`config.mk`:
```
export PLATFORM = sky130hd
export DESIGN_NAME = uart_tx_fifo
export DESIGN_NICKNAME = d
export VERILOG_FILES = /design/src/rtl/uart_tx_fifo.sv
export SDC_FILE = /design/constraint.sdc
export NUM_CORES = 1
export LEC_CHECK = 0
export CORE_UTILIZATION = 40
export DETAILED_ROUTE_END_ITERATION = 7
export GPL_TIMING_DRIVEN = 0
export PLACE_DENSITY = 0.56
export SLEW_MARGIN = 20
export SYNTH_ARGS = -nofsm -noshare
export SYNTH_HDL_FRONTEND = slang
export SYNTH_SLANG_ARGS = --single-unit
```
`constraint.sdc`:
```
create_clock -name clk -period 2.5 [get_ports clk]
set_clock_uncertainty 0.15 [all_clocks]
set_input_delay 0.25 -clock clk [delete_from_list [all_inputs] [get_ports clk]]
set_output_delay 0.25 -clock clk [all_outputs]
set_load 0.005 [all_outputs]
```
`src/rtl/uart_tx_fifo.sv`:
```
// UART transmitter with a small transmit queue in front of it.
// The serial output is registered one cycle behind the frame state machine.
module uart_tx_fifo #(
    parameter int CLKS_PER_BIT = 1302,
    parameter int DATA_BITS    = 8,
    parameter int PARITY       = 0,
    parameter int STOP_BITS    = 1,
    parameter int FIFO_DEPTH   = 4
) (
    input  logic                 clk,
    input  logic                 rst,
    input  logic                 load,
    input  logic [DATA_BITS-1:0] data_in,
    output logic                 txd_out,
    output logic                 busy,
    output logic                 full,
    output logic                 overflow
);

    localparam int PW = $clog2(FIFO_DEPTH);

    localparam logic [2:0] S_IDLE   = 3'd0;
    localparam logic [2:0] S_START  = 3'd1;
    localparam logic [2:0] S_DATA   = 3'd2;
    localparam logic [2:0] S_PARITY = 3'd3;
    localparam logic [2:0] S_STOP   = 3'd4;

    localparam logic [15:0] BIT_LAST  = 16'(CLKS_PER_BIT - 1);
    localparam logic [3:0]  DATA_LAST = 4'(DATA_BITS - 1);
    localparam logic        STOP_LAST = 1'(STOP_BITS - 1);
    localparam logic [PW:0] DEPTH_CNT = FIFO_DEPTH[PW:0];

    logic [DATA_BITS-1:0] mem_q [FIFO_DEPTH];
    logic [PW-1:0]        wr_ptr_q, wr_ptr_d;
    logic [PW-1:0]        rd_ptr_q, rd_ptr_d;
    logic [PW:0]          count_q, count_d;
    logic [2:0]           state_q, state_d;
    logic [15:0]          clk_cnt_q, clk_cnt_d;
    logic [3:0]           bit_idx_q, bit_idx_d;
    logic                 stop_idx_q, stop_idx_d;
    logic [DATA_BITS-1:0] shift_q, shift_d;
    logic                 par_q, par_d;
    logic                 txd_q, txd_d;
    logic                 busy_q, busy_d;
    logic                 full_q, full_d;
    logic                 ovf_q, ovf_d;

    logic                 push;
    logic                 pop;
    logic                 bit_end;
    logic [DATA_BITS-1:0] head;

    assign push    = load && !full_q;
    assign head    = mem_q[rd_ptr_q];
    assign bit_end = (clk_cnt_q == BIT_LAST);

    // Frame sequencer; a pop always restarts the bit timer in START.
    always_comb begin
        state_d    = state_q;
        clk_cnt_d  = '0;
        bit_idx_d  = bit_idx_q;
        stop_idx_d = stop_idx_q;
        shift_d    = shift_q;
        par_d      = par_q;
        pop        = 1'b0;

        if (state_q != S_IDLE) begin
            clk_cnt_d = bit_end ? 16'd0 : clk_cnt_q + 16'd1;
        end

        case (state_q)
            S_IDLE: begin
                if (count_q != '0) begin
                    pop = 1'b1;
                end
            end
            S_START: begin
                if (bit_end) begin
                    state_d   = S_DATA;
                    bit_idx_d = 4'd0;
                end
            end
            S_DATA: begin
                if (bit_end) begin
                    shift_d = shift_q >> 1;
                    if (bit_idx_q == DATA_LAST) begin
                        state_d    = (PARITY == 0) ? S_STOP : S_PARITY;
                        stop_idx_d = 1'b0;
                    end else begin
                        bit_idx_d = bit_idx_q + 4'd1;
                    end
                end
            end
            S_PARITY: begin
                if (bit_end) begin
                    state_d    = S_STOP;
                    stop_idx_d = 1'b0;
                end
            end
            S_STOP: begin
                if (bit_end) begin
                    if (stop_idx_q == STOP_LAST) begin
                        if (count_q != '0) begin
                            pop = 1'b1;
                        end else begin
                            state_d = S_IDLE;
                        end
                    end else begin
                        stop_idx_d = stop_idx_q + 1'b1;
                    end
                end
            end
            default: begin
                state_d = S_IDLE;
            end
        endcase

        if (pop) begin
            state_d   = S_START;
            shift_d   = head;
            par_d     = (^head) ^ (PARITY == 1);
            clk_cnt_d = 16'd0;
        end
    end

    // Queue bookkeeping and the registered outputs.
    always_comb begin
        wr_ptr_d = push ? wr_ptr_q + PW'(1) : wr_ptr_q;
        rd_ptr_d = pop  ? rd_ptr_q + PW'(1) : rd_ptr_q;
        count_d  = count_q;
        if (push && !pop) begin
            count_d = count_q + (PW+1)'(1);
        end else if (!push && pop) begin
            count_d = count_q - (PW+1)'(1);
        end
        full_d = (count_d == DEPTH_CNT);
        ovf_d  = load && full_q;
        // Busy lingers one extra cycle so it covers the lagging line output.
        busy_d = (count_d != '0) || (state_d != S_IDLE) || (state_q != S_IDLE);
        case (state_q)
            S_START:  txd_d = 1'b0;
            S_DATA:   txd_d = shift_q[0];
            S_PARITY: txd_d = par_q;
            default:  txd_d = 1'b1;
        endcase
    end

    always_ff @(posedge clk) begin
        if (rst) begin
            wr_ptr_q   <= '0;
            rd_ptr_q   <= '0;
            count_q    <= '0;
            state_q    <= S_IDLE;
            clk_cnt_q  <= '0;
            bit_idx_q  <= '0;
            stop_idx_q <= 1'b0;
            shift_q    <= '0;
            par_q      <= 1'b0;
            txd_q      <= 1'b1;
            busy_q     <= 1'b0;
            full_q     <= 1'b0;
            ovf_q      <= 1'b0;
        end else begin
            wr_ptr_q   <= wr_ptr_d;
            rd_ptr_q   <= rd_ptr_d;
            count_q    <= count_d;
            state_q    <= state_d;
            clk_cnt_q  <= clk_cnt_d;
            bit_idx_q  <= bit_idx_d;
            stop_idx_q <= stop_idx_d;
            shift_q    <= shift_d;
            par_q      <= par_d;
            txd_q      <= txd_d;
            busy_q     <= busy_d;
            full_q     <= full_d;
            ovf_q      <= ovf_d;
        end
    end

    always_ff @(posedge clk) begin
        if (!rst && push) begin
            mem_q[wr_ptr_q] <= data_in;
        end
    end

    assign txd_out  = txd_q;
    assign busy     = busy_q;
    assign full     = full_q;
    assign overflow = ovf_q;

endmodule

```
==> results.json <==
{
  "grt_start_max_net_pins": 16,
  "hold_viol": 0,
  "h-tree-depth": 3,
  "worst-setup-path-type": "reg -> reg",
  "power_density_nw_per_um2": 948,
  "synthCells": 295,
  "synthTopCellsByCount": "dfxtp_1, edfxtp_1, nor2_1, nand2_1, a21oi_1",
  "num_vias": 2203,
  "drtPass1Iterations": 5,
  "cts_root_buf": "clkbuf_8",
  "crit_fanout": 10,
  "cp.arrival_ps": 2430,
  "layout-drive-gt1-share": 0.159,
  "timing.final.crit_period_ps": 2350,
  "yosys_warnings": 0,
  "internal-power_mw": 2.51,
  "die_w_um": 94.8,
  "wl_per_cell_um": 14.3,
  "hold_class": "reg -> reg",
  "pwr-share-clk": 0.263,
  "dieArea_um2": 8980,
  "drv_slew": 0,
  "cp_slowest_cell": "dfxtp_1",
  "place.gp.congestion": 0.767,
  "setup_violations": 0,
  "core-area_um2": 8260,
  "synth_area_um2": 3440,
  "antenna_found_initial": 0,
  "layout.cells.non_filler": 433,
  "vias_per_cell": 5.09,
  "ctsHoldBuffers": 0,
  "cts_sinks": 77,
  "fp.dieH_um": 94.8,
  "cts_max_path_buffers": 2,
  "grt_pass1_vias": 2288,
  "worst_setup_path_start_kind": "flip-flop",
  "switching_share": 0.330,
  "synth_top_cell_by_area": "edfxtp_1",
  "synth_edf_count": 32,
  "place_hpwl_um": 4270,
  "area_delta_synth_final_pct": 14.9,
  "crit_required_ps": 2580,
  "synth_most_common_cell": "dfxtp_1",
  "syn_area_per_cell_um2": 11.7,
  "finalSetupTns_ps": 0,
  "wirelength_um": 6200,
  "hold_ws_ps": 311,
  "worstSkewPairLatency_ps": 350,
  "grtUsageTotal": 0.162,
  "syn_nets": 316,
  "status": "finished clean",
  "maxCapViolations": 0,
  "async_flop_share": 0,
  "fmax_mhz": 425,
  "cts_tree": "yes",
  "post-route-util": 0.479,
  "ir_drop_uv": 407,
  "drt-initial-drc-count": 99,
  "max_stage_delay_ps": 400,
  "grt_pass1_wl_um": 10900,
  "maxSlewHeadroom": 0.625,
  "cts_made_buffers": 9,
  "ant_nets": 0,
  "remaining_drc_errors": 0,
  "layout_worst_path_cycle_share": 0.940,
  "synth_ff_type": "dfxtp_1",
  "ioPinCount": 15,
  "path_cells": "inv_1, ha_1, nor2b_1, nor3_1, a21boi_4, buf_6, mux2i_1, xnor2_1, nor2_1",
  "numPlacedInstances": 414,
  "end_kind": "flip-flop",
  "io_buffers": 14,
  "overflow": 0,
  "clkTransAtPathRegs_ps": 90,
  "fin_nets": 344,
  "synth_seq_cells": 77,
  "p_comb_frac": 0.316,
  "switching_power_mw": 1.24,
  "synth_cell_types": 50,
  "p_leak_nw": 1.32,
  "ys_top_cells_by_area": "edfxtp_1, dfxtp_1, mux4_2",
  "synth-seq-area-share": 0.541,
  "rows": 33,
  "worst_slew_pin_slew_ps": 562,
  "start_util": 0.417,
  "antenna_cells": 0,
  "seq_power_share": 0.421,
  "synth_top_area_frac": 0.279
}
metal layers:
metal,vias up,global-route usage,share of wire,routed length [um]
met5,-,0,0,0
met4,0,0.0568,0.015,93
met3,9,0.0435,0.029,177
met2,25,0.282,0.50,3080
met1,1052,0.192,0.46,2850
li1,1117,-,-,-
kinds of logic (layout without fill, tap and decap cells):
family,after synthesis,after routing,share of synthesized area
xor gates and xnor gates,24,24,0.0610
buffers and inverters,20,53,0.0309
DFF,77,77,0.541
adders and majority gates,10,10,0.0363
and+or+nand+nor,108,108,0.184
muxes,9,9,0.0552
AOI/OAI and AO/OA,47,47,0.0923
critical path: cells and delay by family (launching register included):
family                     cells  cell delay [ps]
DFF                            1              400
AOI/OAI and AO/OA              1              280
and+or+nand+nor                3              450
adders and majority gates      1              220
xor gates and xnor gates       1              200
muxes                          1              220
buffers and inverters          2              300
flip-flops by register name (all words and copies together) (netlist names), named ones only:
| register | cells |
|---|---|
| mem_q | 32 |
| clk_cnt_q | 16 |
| shift_q | 8 |
| bit_idx_q | 4 |
| count_q | 3 |
| state_q | 3 |
| rd_ptr_q | 2 |
| wr_ptr_q | 2 |
| busy | 1 |
| full | 1 |
| overflow | 1 |
| par_q | 1 |
| txd_out | 1 |
metrics by stage:
stage	cell area [um^2]	power, mW	worst slack (ps)
finish	3960	3.75	149
floorplan	3440	2.51	472
CTS	3920	3.77	113
global route	3960	4.02	-32.4
global placement	3710	2.77	140
detailed placement	3710	2.78	128
cell type report:
type                            instances  area (um^2)
Fill cell                             770         4300
Sequential cell                        77         1860
Multi-Input combinational cell        198         1480
Timing Repair Buffer                   18          170
Tap cell                              105          131
Clock buffer                            9          124
Clock inverter                          7         82.6
Buffer                                 10         68.8
Inverter                                9         33.8
what timing repair did:
item	4_1_cts	5_1_grt
setup buffers	0	4
endpoints found under the setup margin	0	16
resized for setup	0	2
cell usage in the layout (no fill, tap or decap), types with 2 or more instances in the layout:
master           count
mux4_2               8
inv_1                9
nor3_1               6
buf_6                3
nand2b_1             3
nand2_1             23
a211oi_2             2
buf_4                6
clkdlybuf4s50_1     14
nand3_1              9
and2_1               7
clkbuf_8             9
a21oi_1             19
and3_1               3
xor2_1               7
xnor2_1             17
ha_1                10
nor2_1              28
o21ai_0              6
nor2b_1              4
and4bb_2             2
a211oi_1             2
inv_6                2
edfxtp_1            32
dfxtp_1             44
or3_1                6
nor2_4               2
clkbuf_1             4
a22oi_1              7
nand3b_1             3
nand4_1              3
clkinvlp_4           2
power by group through the flow:
stage	logic (mW)	registers, mW	clock network (mW)
2_1_floorplan	0.931	1.58	0
3_3_place_gp	1.17	1.60	0
3_5_place_dp	1.17	1.61	0
4_1_cts	1.18	1.58	1.01
5_1_grt	1.34	1.60	1.07
6_report	1.18	1.58	0.987
path summary, 6_finish.rpt:
path                           start                      end  slack (ps)  cells after the start
max            count_q[0]$_SDFF_PP0_    count_q[2]$_SDFF_PP0_         150                      9
min          shift_q[6]$_SDFFE_PP0P_  shift_q[6]$_SDFFE_PP0P_         310                      2
max reg2reg    count_q[0]$_SDFF_PP0_    count_q[2]$_SDFF_PP0_         150                      9
min reg2reg  shift_q[6]$_SDFFE_PP0P_  shift_q[6]$_SDFFE_PP0P_         310                      2
Note: power is estimated with default switching activity, not from simulation.
